--- config.mk ---
export PLATFORM = sky130hd
export DESIGN_NAME = store_sequencer
export DESIGN_NICKNAME = d
export VERILOG_FILES = /design/src/rtl/store_seq_pkg.sv /design/src/rtl/store_lane_align.sv /design/src/rtl/store_sequencer.sv
export SDC_FILE = /design/constraint.sdc
export NUM_CORES = 1
export LEC_CHECK = 0
export ABC_AREA = 1
export BUFFER_PORTS_ARGS = -buffer_cell sky130_fd_sc_hd__buf_4
export CAP_MARGIN = 20
export CORE_ASPECT_RATIO = 2
export CORE_MARGIN = 2
export CORE_UTILIZATION = 40
export DETAILED_ROUTE_END_ITERATION = 12
export SKIP_LAST_GASP = 1
export SLEW_MARGIN = 5
export SYNTH_ARGS = -nofsm -noshare
export SYNTH_HDL_FRONTEND = slang
export SYNTH_SLANG_ARGS = --single-unit
--- constraint.sdc ---
create_clock -name clk -period 3.9 [get_ports clk]
set_input_delay 0.195 -clock clk [delete_from_list [all_inputs] [get_ports clk]]
set_output_delay 0.195 -clock clk [all_outputs]
set_load 0.02 [all_outputs]
--- src/rtl/store_seq_pkg.sv ---
// Shared types and helpers for the store sequencer.
package store_seq_pkg;

    localparam int unsigned DATA_W     = 32;
    localparam int unsigned REQ_ADDR_W = 64;

    typedef enum logic [1:0] {
        SZ_BYTE = 2'b00,
        SZ_HALF = 2'b01,
        SZ_WORD = 2'b10
    } st_size_e;

    typedef enum logic [1:0] {
        IDLE  = 2'd0,
        BEAT0 = 2'd1,
        BEAT1 = 2'd2
    } seq_state_e;

    // addr is held at the widest supported width; size keeps the raw 2-bit code so 2'b11 survives.
    typedef struct packed {
        logic [REQ_ADDR_W-1:0] addr;
        logic [DATA_W-1:0]     data;
        logic [1:0]            size;
    } st_req_t;

    function automatic logic [7:0] size_to_be8(input logic [1:0] size);
        case (size)
            SZ_BYTE: return 8'h01;
            SZ_HALF: return 8'h03;
            default: return 8'h0F;
        endcase
    endfunction

endpackage

--- src/rtl/store_lane_align.sv ---
// Combinational lane alignment: byte-enables and data shifted into a two-word window.
module store_lane_align
    import store_seq_pkg::*;
(
    input  logic [1:0]  i_off,
    input  logic [1:0]  i_size,
    input  logic [31:0] i_data,
    output logic [7:0]  o_be8,
    output logic [63:0] o_data64
);

    assign o_be8    = size_to_be8(i_size) << i_off;
    assign o_data64 = {32'b0, i_data} << {i_off, 3'b000};

endmodule

--- src/rtl/store_sequencer.sv ---
// Store-path sequencer: request FIFO feeding a word-aligned memory write port.
// Build option STORE_SEQ_MISALIGN_SPLIT_EN splits word-crossing stores into two beats.
module store_sequencer
    import store_seq_pkg::*;
#(
    parameter int unsigned ADDR_W = 32,
    parameter int unsigned DEPTH  = 2
) (
    input  logic              clk,
    input  logic              rst,
    input  logic              st_valid,
    output logic              st_ready,
    input  logic [ADDR_W-1:0] st_addr,
    input  logic [31:0]       st_data,
    input  logic [1:0]        st_size,
    output logic              mem_req,
    input  logic              mem_gnt,
    output logic [ADDR_W-1:0] mem_addr,
    output logic [31:0]       mem_wdata,
    output logic [3:0]        mem_be,
    output logic              busy,
    output logic              misalign_err
);

    localparam int unsigned PTR_W = $clog2(DEPTH);
    localparam int unsigned CNT_W = PTR_W + 1;

    st_req_t           r_fifo [DEPTH];
    logic [PTR_W-1:0]  r_wr_ptr;
    logic [PTR_W-1:0]  r_rd_ptr;
    logic [CNT_W-1:0]  r_count;

    logic              w_full;
    logic              w_empty;
    logic              w_push;
    logic              w_pop;
    st_req_t           w_head;
    logic [ADDR_W-1:0] w_head_addr;
    logic [7:0]        w_be8;
    logic [63:0]       w_data64;
    logic              w_mis;
    logic              w_unused_bits;

    seq_state_e        r_state;
    logic              r_req;
    logic [ADDR_W-1:0] r_addr;
    logic [31:0]       r_wdata;
    logic [3:0]        r_be;
    logic              r_err;

    seq_state_e        w_nxt_state;
    logic              w_nxt_req;
    logic [ADDR_W-1:0] w_nxt_addr;
    logic [31:0]       w_nxt_wdata;
    logic [3:0]        w_nxt_be;
    logic              w_nxt_err;

    assign w_full      = (r_count == CNT_W'(DEPTH));
    assign w_empty     = (r_count == '0);
    assign w_push      = st_valid && !w_full;
    assign w_head      = r_fifo[r_rd_ptr];
    assign w_head_addr = w_head.addr[ADDR_W-1:0];
    assign w_mis       = |w_be8[7:4];

    always_ff @(posedge clk) begin
        if (w_push) begin
            r_fifo[r_wr_ptr] <= '{addr: REQ_ADDR_W'(st_addr), data: st_data, size: st_size};
        end
    end

    // Full is judged on the registered count, so a same-cycle pop never frees a slot early.
    always_ff @(posedge clk) begin
        if (rst) begin
            r_wr_ptr <= '0;
            r_rd_ptr <= '0;
            r_count  <= '0;
        end else begin
            if (w_push) r_wr_ptr <= r_wr_ptr + PTR_W'(1);
            if (w_pop)  r_rd_ptr <= r_rd_ptr + PTR_W'(1);
            r_count <= r_count + CNT_W'(w_push) - CNT_W'(w_pop);
        end
    end

    store_lane_align u_align (
        .i_off    (w_head_addr[1:0]),
        .i_size   (w_head.size),
        .i_data   (w_head.data),
        .o_be8    (w_be8),
        .o_data64 (w_data64)
    );

`ifdef STORE_SEQ_MISALIGN_SPLIT_EN
    logic        r_split;
    logic [3:0]  r_be1;
    logic [31:0] r_wd1;
    logic        w_nxt_split;
    logic [3:0]  w_nxt_be1;
    logic [31:0] w_nxt_wd1;

    always_ff @(posedge clk) begin
        if (rst) begin
            r_split <= 1'b0;
            r_be1   <= '0;
            r_wd1   <= '0;
        end else begin
            r_split <= w_nxt_split;
            r_be1   <= w_nxt_be1;
            r_wd1   <= w_nxt_wd1;
        end
    end

    assign misalign_err  = 1'b0;
    assign w_unused_bits = ^{w_head.addr, r_err};
`else
    assign misalign_err  = r_err;
    assign w_unused_bits = ^{w_head.addr, w_data64[63:32]};
`endif

    always_ff @(posedge clk) begin
        if (rst) begin
            r_state <= IDLE;
            r_req   <= 1'b0;
            r_addr  <= '0;
            r_wdata <= '0;
            r_be    <= '0;
            r_err   <= 1'b0;
        end else begin
            r_state <= w_nxt_state;
            r_req   <= w_nxt_req;
            r_addr  <= w_nxt_addr;
            r_wdata <= w_nxt_wdata;
            r_be    <= w_nxt_be;
            r_err   <= w_nxt_err;
        end
    end

    // Next beat selection; everything holds unless idle or the current beat is granted.
    always_comb begin
        w_nxt_state = r_state;
        w_nxt_req   = r_req;
        w_nxt_addr  = r_addr;
        w_nxt_wdata = r_wdata;
        w_nxt_be    = r_be;
        w_nxt_err   = 1'b0;
        w_pop       = 1'b0;
`ifdef STORE_SEQ_MISALIGN_SPLIT_EN
        w_nxt_split = r_split;
        w_nxt_be1   = r_be1;
        w_nxt_wd1   = r_wd1;
        if ((r_state == IDLE) || mem_gnt) begin
            if ((r_state == BEAT0) && r_split) begin
                w_nxt_state = BEAT1;
                w_nxt_req   = 1'b1;
                w_nxt_addr  = r_addr + ADDR_W'(4);
                w_nxt_be    = r_be1;
                w_nxt_wdata = r_wd1;
                w_nxt_split = 1'b0;
            end else if (!w_empty) begin
                w_pop       = 1'b1;
                w_nxt_state = BEAT0;
                w_nxt_req   = 1'b1;
                w_nxt_addr  = {w_head_addr[ADDR_W-1:2], 2'b00};
                w_nxt_be    = w_be8[3:0];
                w_nxt_wdata = w_data64[31:0];
                w_nxt_split = w_mis;
                w_nxt_be1   = w_be8[7:4];
                w_nxt_wd1   = w_data64[63:32];
            end else begin
                w_nxt_state = IDLE;
                w_nxt_req   = 1'b0;
                w_nxt_split = 1'b0;
            end
        end
`else
        if ((r_state == IDLE) || mem_gnt) begin
            if (!w_empty) begin
                w_pop = 1'b1;
                if (w_mis) begin
                    w_nxt_err   = 1'b1;
                    w_nxt_state = IDLE;
                    w_nxt_req   = 1'b0;
                end else begin
                    w_nxt_state = BEAT0;
                    w_nxt_req   = 1'b1;
                    w_nxt_addr  = {w_head_addr[ADDR_W-1:2], 2'b00};
                    w_nxt_be    = w_be8[3:0];
                    w_nxt_wdata = w_data64[31:0];
                end
            end else begin
                w_nxt_state = IDLE;
                w_nxt_req   = 1'b0;
            end
        end
`endif
    end

    assign st_ready  = !w_full;
    assign mem_req   = r_req;
    assign mem_addr  = r_addr;
    assign mem_wdata = r_wdata;
    assign mem_be    = r_be;
    assign busy      = !w_empty || (r_state != IDLE);

    a_hold_stable: assert property (@(posedge clk) disable iff (rst)
        (r_req && !mem_gnt) |=> (r_req && $stable(r_addr) && $stable(r_wdata) && $stable(r_be)));

endmodule
==> summary.md <==
| Metric | Value |
|---|---|
| Post-synth top cells | `nand2_1, nor2_1, edfxtp_1` |
| Routed met2 length | `11300 um` |
| DIE WIDTH | `106 um` |
| Least-Margin Pin Slew | `992 ps` |
| Fin. Hold Viols | `0` |
| Setup total negative slack | `0 ps` |
| Post-Place Cells | `1197` |
| Fmax | `377 MHz` |
| Leakage | `4.54 nW` |
| Fin crit share | `68.0%` |
| Top-area cell type share of the netlist area | `47.8%` |
| Vias in the first global route | `5943` |
| Routed wire per std cell | `15.6 um` |
| Req. time, crit path | `4290 ps` |
| Clk slew on worst S/H paths | `70 ps` |
| Synth area leader | `edfxtp_1` |
| TritonRoute pass-1 iters | `5` |
| CTS max path bufs | `3` |
| Crit path arrival time | `3040 ps` |
| Avg Cell Area, Syn | `9.96 sq um` |
| Post-CTS Resized | `0` |
| Post-route cell area | `10800 sq um` |
| Die H | `208 um` |
| Ranking of synthesized cells by area | `edfxtp_1, dfxtp_1, nand2_1, nor2_1, nand3_1` |
| Hold Crit Class | `in2reg` |
| Drt total wl | `20300 um` |
| Ys async rst share | `0%` |
| Setup slack after layout | `1250 ps` |
| Slew HR | `33.6%` |
| Run status | `completed` |
| RSZ-0062 raised after global routing | `false` |
| Detailed-route via count | `6235` |
| Die Area | `22000 sq um` |
| Count leader, synth | `nand2_1` |
| Site Rows | `74` |
| DR DRC count | `0` |
| Most used DFF post-synth | `edfxtp_1` |
| CP Class | `reg2reg` |
| Min Tclk post-route | `2650 ps` |
| DR iter-0 viols | `354` |
| Worst-Skew Late Latency | `490 ps` |
| Skew final | `14.8 ps` |
| PwrDens | `765 nW/um^2` |
| Met3 routed WL | `789 um` |
| Crit path max fanout | `49` |
| Max Slew Vio Count | `0` |
| Post-Layout Cell Count | `1299` |
| Post-DRT Antenna Nets | `0` |
| Overall routing resource usage | `18.4%` |
| Initial antenna violation count | `0` |
| Starting Density | `40.7%` |
| CP Capture Type | `flip-flop` |
| Maximum VDD drop | `0.489 mV` |
| Uppermost layer routed | `met4` |
| Setup Slack @ Placement | `1250 ps` |
| Core ar. | `20400 sq um` |
| Fin util | `53.0%` |
| IO Port Bufs | `139` |
| GP Congestion | `0.828` |
| Final Setup Violations | `0` |
| P&R area growth vs syn | `30.1%` |
| Post-DP HPWL | `12800 um` |
| Post-synth EDFFs | `132` |
| Max cap viols | `0` |
| CTS Root Cell | `clkbuf_16` |
| Post-synthesis cell type count | `26` |
| Layout cells sized above 1 | `18.5%` |
| # IOs | `142` |
| Synthesized cell area | `8300 sq um` |
| Gr ovfl total | `0` |
| Post-synthesis sequential area ratio | `65.4%` |
| H-tree depth | `1` |
| First-pass GRT wire length | `31600 um` |
| # clock sinks | `205` |
| Yosys warning total | `0` |
| Nets | `1092` |
| Num CTS Buffers | `19` |
| Number of synthesized register bits | `205` |
| CTS tree | `done` |
| Ant diodes | `0` |
| Startpoint types | `flip-flop` |
| Pin count of the biggest net entering global routing | `67` |
| Metal-1 WL | `7660 um` |
| DR vias/cell | `4.80` |
| Post-synthesis cell count | `833` |
| Placed inst area | `9520 sq um` |
[power by group]
part | internal [mW] | total (mW) | switching (mW)
clock network | 0.985 | 1.77 | 0.785
logic | 1.15 | 3.44 | 2.29
registers | 2.82 | 3.05 | 0.224
[sequential cells by signal, indices dropped and copies added, names as in the netlist, named ones only]
name,count
r_rd_ptr,1
mem_be,4
mem_req,1
r_wr_ptr,1
mem_addr,30
r_fifo,132
misalign_err,1
r_count,2
mem_wdata,32
[layer usage]
layer / vias up / GRT usage (%)
li1: 3140 / -
met1: 2908 / 20.9
met2: 156 / 35.4
met3: 31 / 1.92
met4: 0 / 5.81
met5: - / 0
[area by class of cell]
cell class | count | area [sq um]
Timing Repair Buffer | 214 | 1800
Sequential cell | 205 | 5430
Fill cell | 1881 | 9570
Tap cell | 266 | 333
Clock buffer | 23 | 500
Inverter | 24 | 92.6
Clock inverter | 11 | 82.6
Multi-Input combinational cell | 556 | 2560
[worst max-delay path: stages, from the launching register on]
cell and delay (ps):
dfxtp_4 420, inv_4 310, nand2_1 110, nand2_2 80, buf_4 350, o21ai_0 150
nand2_2 750, nand3_1 180, nand2_1 110, nor2_1 50
[per-stage QoR]
step | hold slack (ps) | power (mW)
after floorplan | 264 | 5.43
after global placement | 380 | 6.49
after detailed placement | 382 | 6.51
after CTS | 21.3 | 8.35
after global routing | 61.0 | 8.83
final | 36.2 | 8.26
[cell families after synthesis]
logic type      after synthesis  synth area share (%)
compound gates               36                  2.44
fa+ha+maj                     2                 0.302
other cells                   1                0.0452
xor+xnor                      1                 0.106
simple gates                485                  24.0
flops                       205                  65.4
mux                          30                  3.62
buf+inv                      73                  4.10
[timing repair]
action,4_1_cts,5_1_grt
endpoints found under the setup margin,0,0
hold buffers,67,0
buffers inserted,0,0
endpoints found under the hold margin,139,0
[layout by cell type (no fill, tap or decap), types with 2 or more instances in the layout]
cell | netlist | routed
nand3_4 | 3 | 3
conb_1 | 1 | 2
nand3_1 | 79 | 79
ha_1 | 2 | 2
inv_1 | 21 | 21
clkinv_1 | 0 | 4
clkbuf_16 | 0 | 19
clkbuf_1 | 26 | 3
nand4_1 | 9 | 9
mux2i_1 | 30 | 30
nand2_1 | 254 | 253
dlygate4sd3_1 | 0 | 67
o21ai_0 | 18 | 18
dfxtp_1 | 73 | 72
nor2_1 | 136 | 133
buf_4 | 4 | 145
edfxtp_1 | 132 | 132
clkinv_2 | 0 | 4
nand2_2 | 2 | 3
a21oi_1 | 13 | 13
inv_2 | 2 | 2
buf_12 | 0 | 2
o21ai_2 | 3 | 3
nor2_4 | 0 | 3
[worst paths after layout]
kind                   from            to  slack, ps  depth (start not counted)
setup / recovery  flip-flop  mem_addr[31]       1250                          9
hold reg to reg    r_rd_ptr      r_rd_ptr        460                          1
hold / removal     st_valid      r_wr_ptr         40                          3
setup reg to reg  flip-flop  mem_addr[31]       1250                          9
Note: power is estimated with default switching activity, not from simulation.
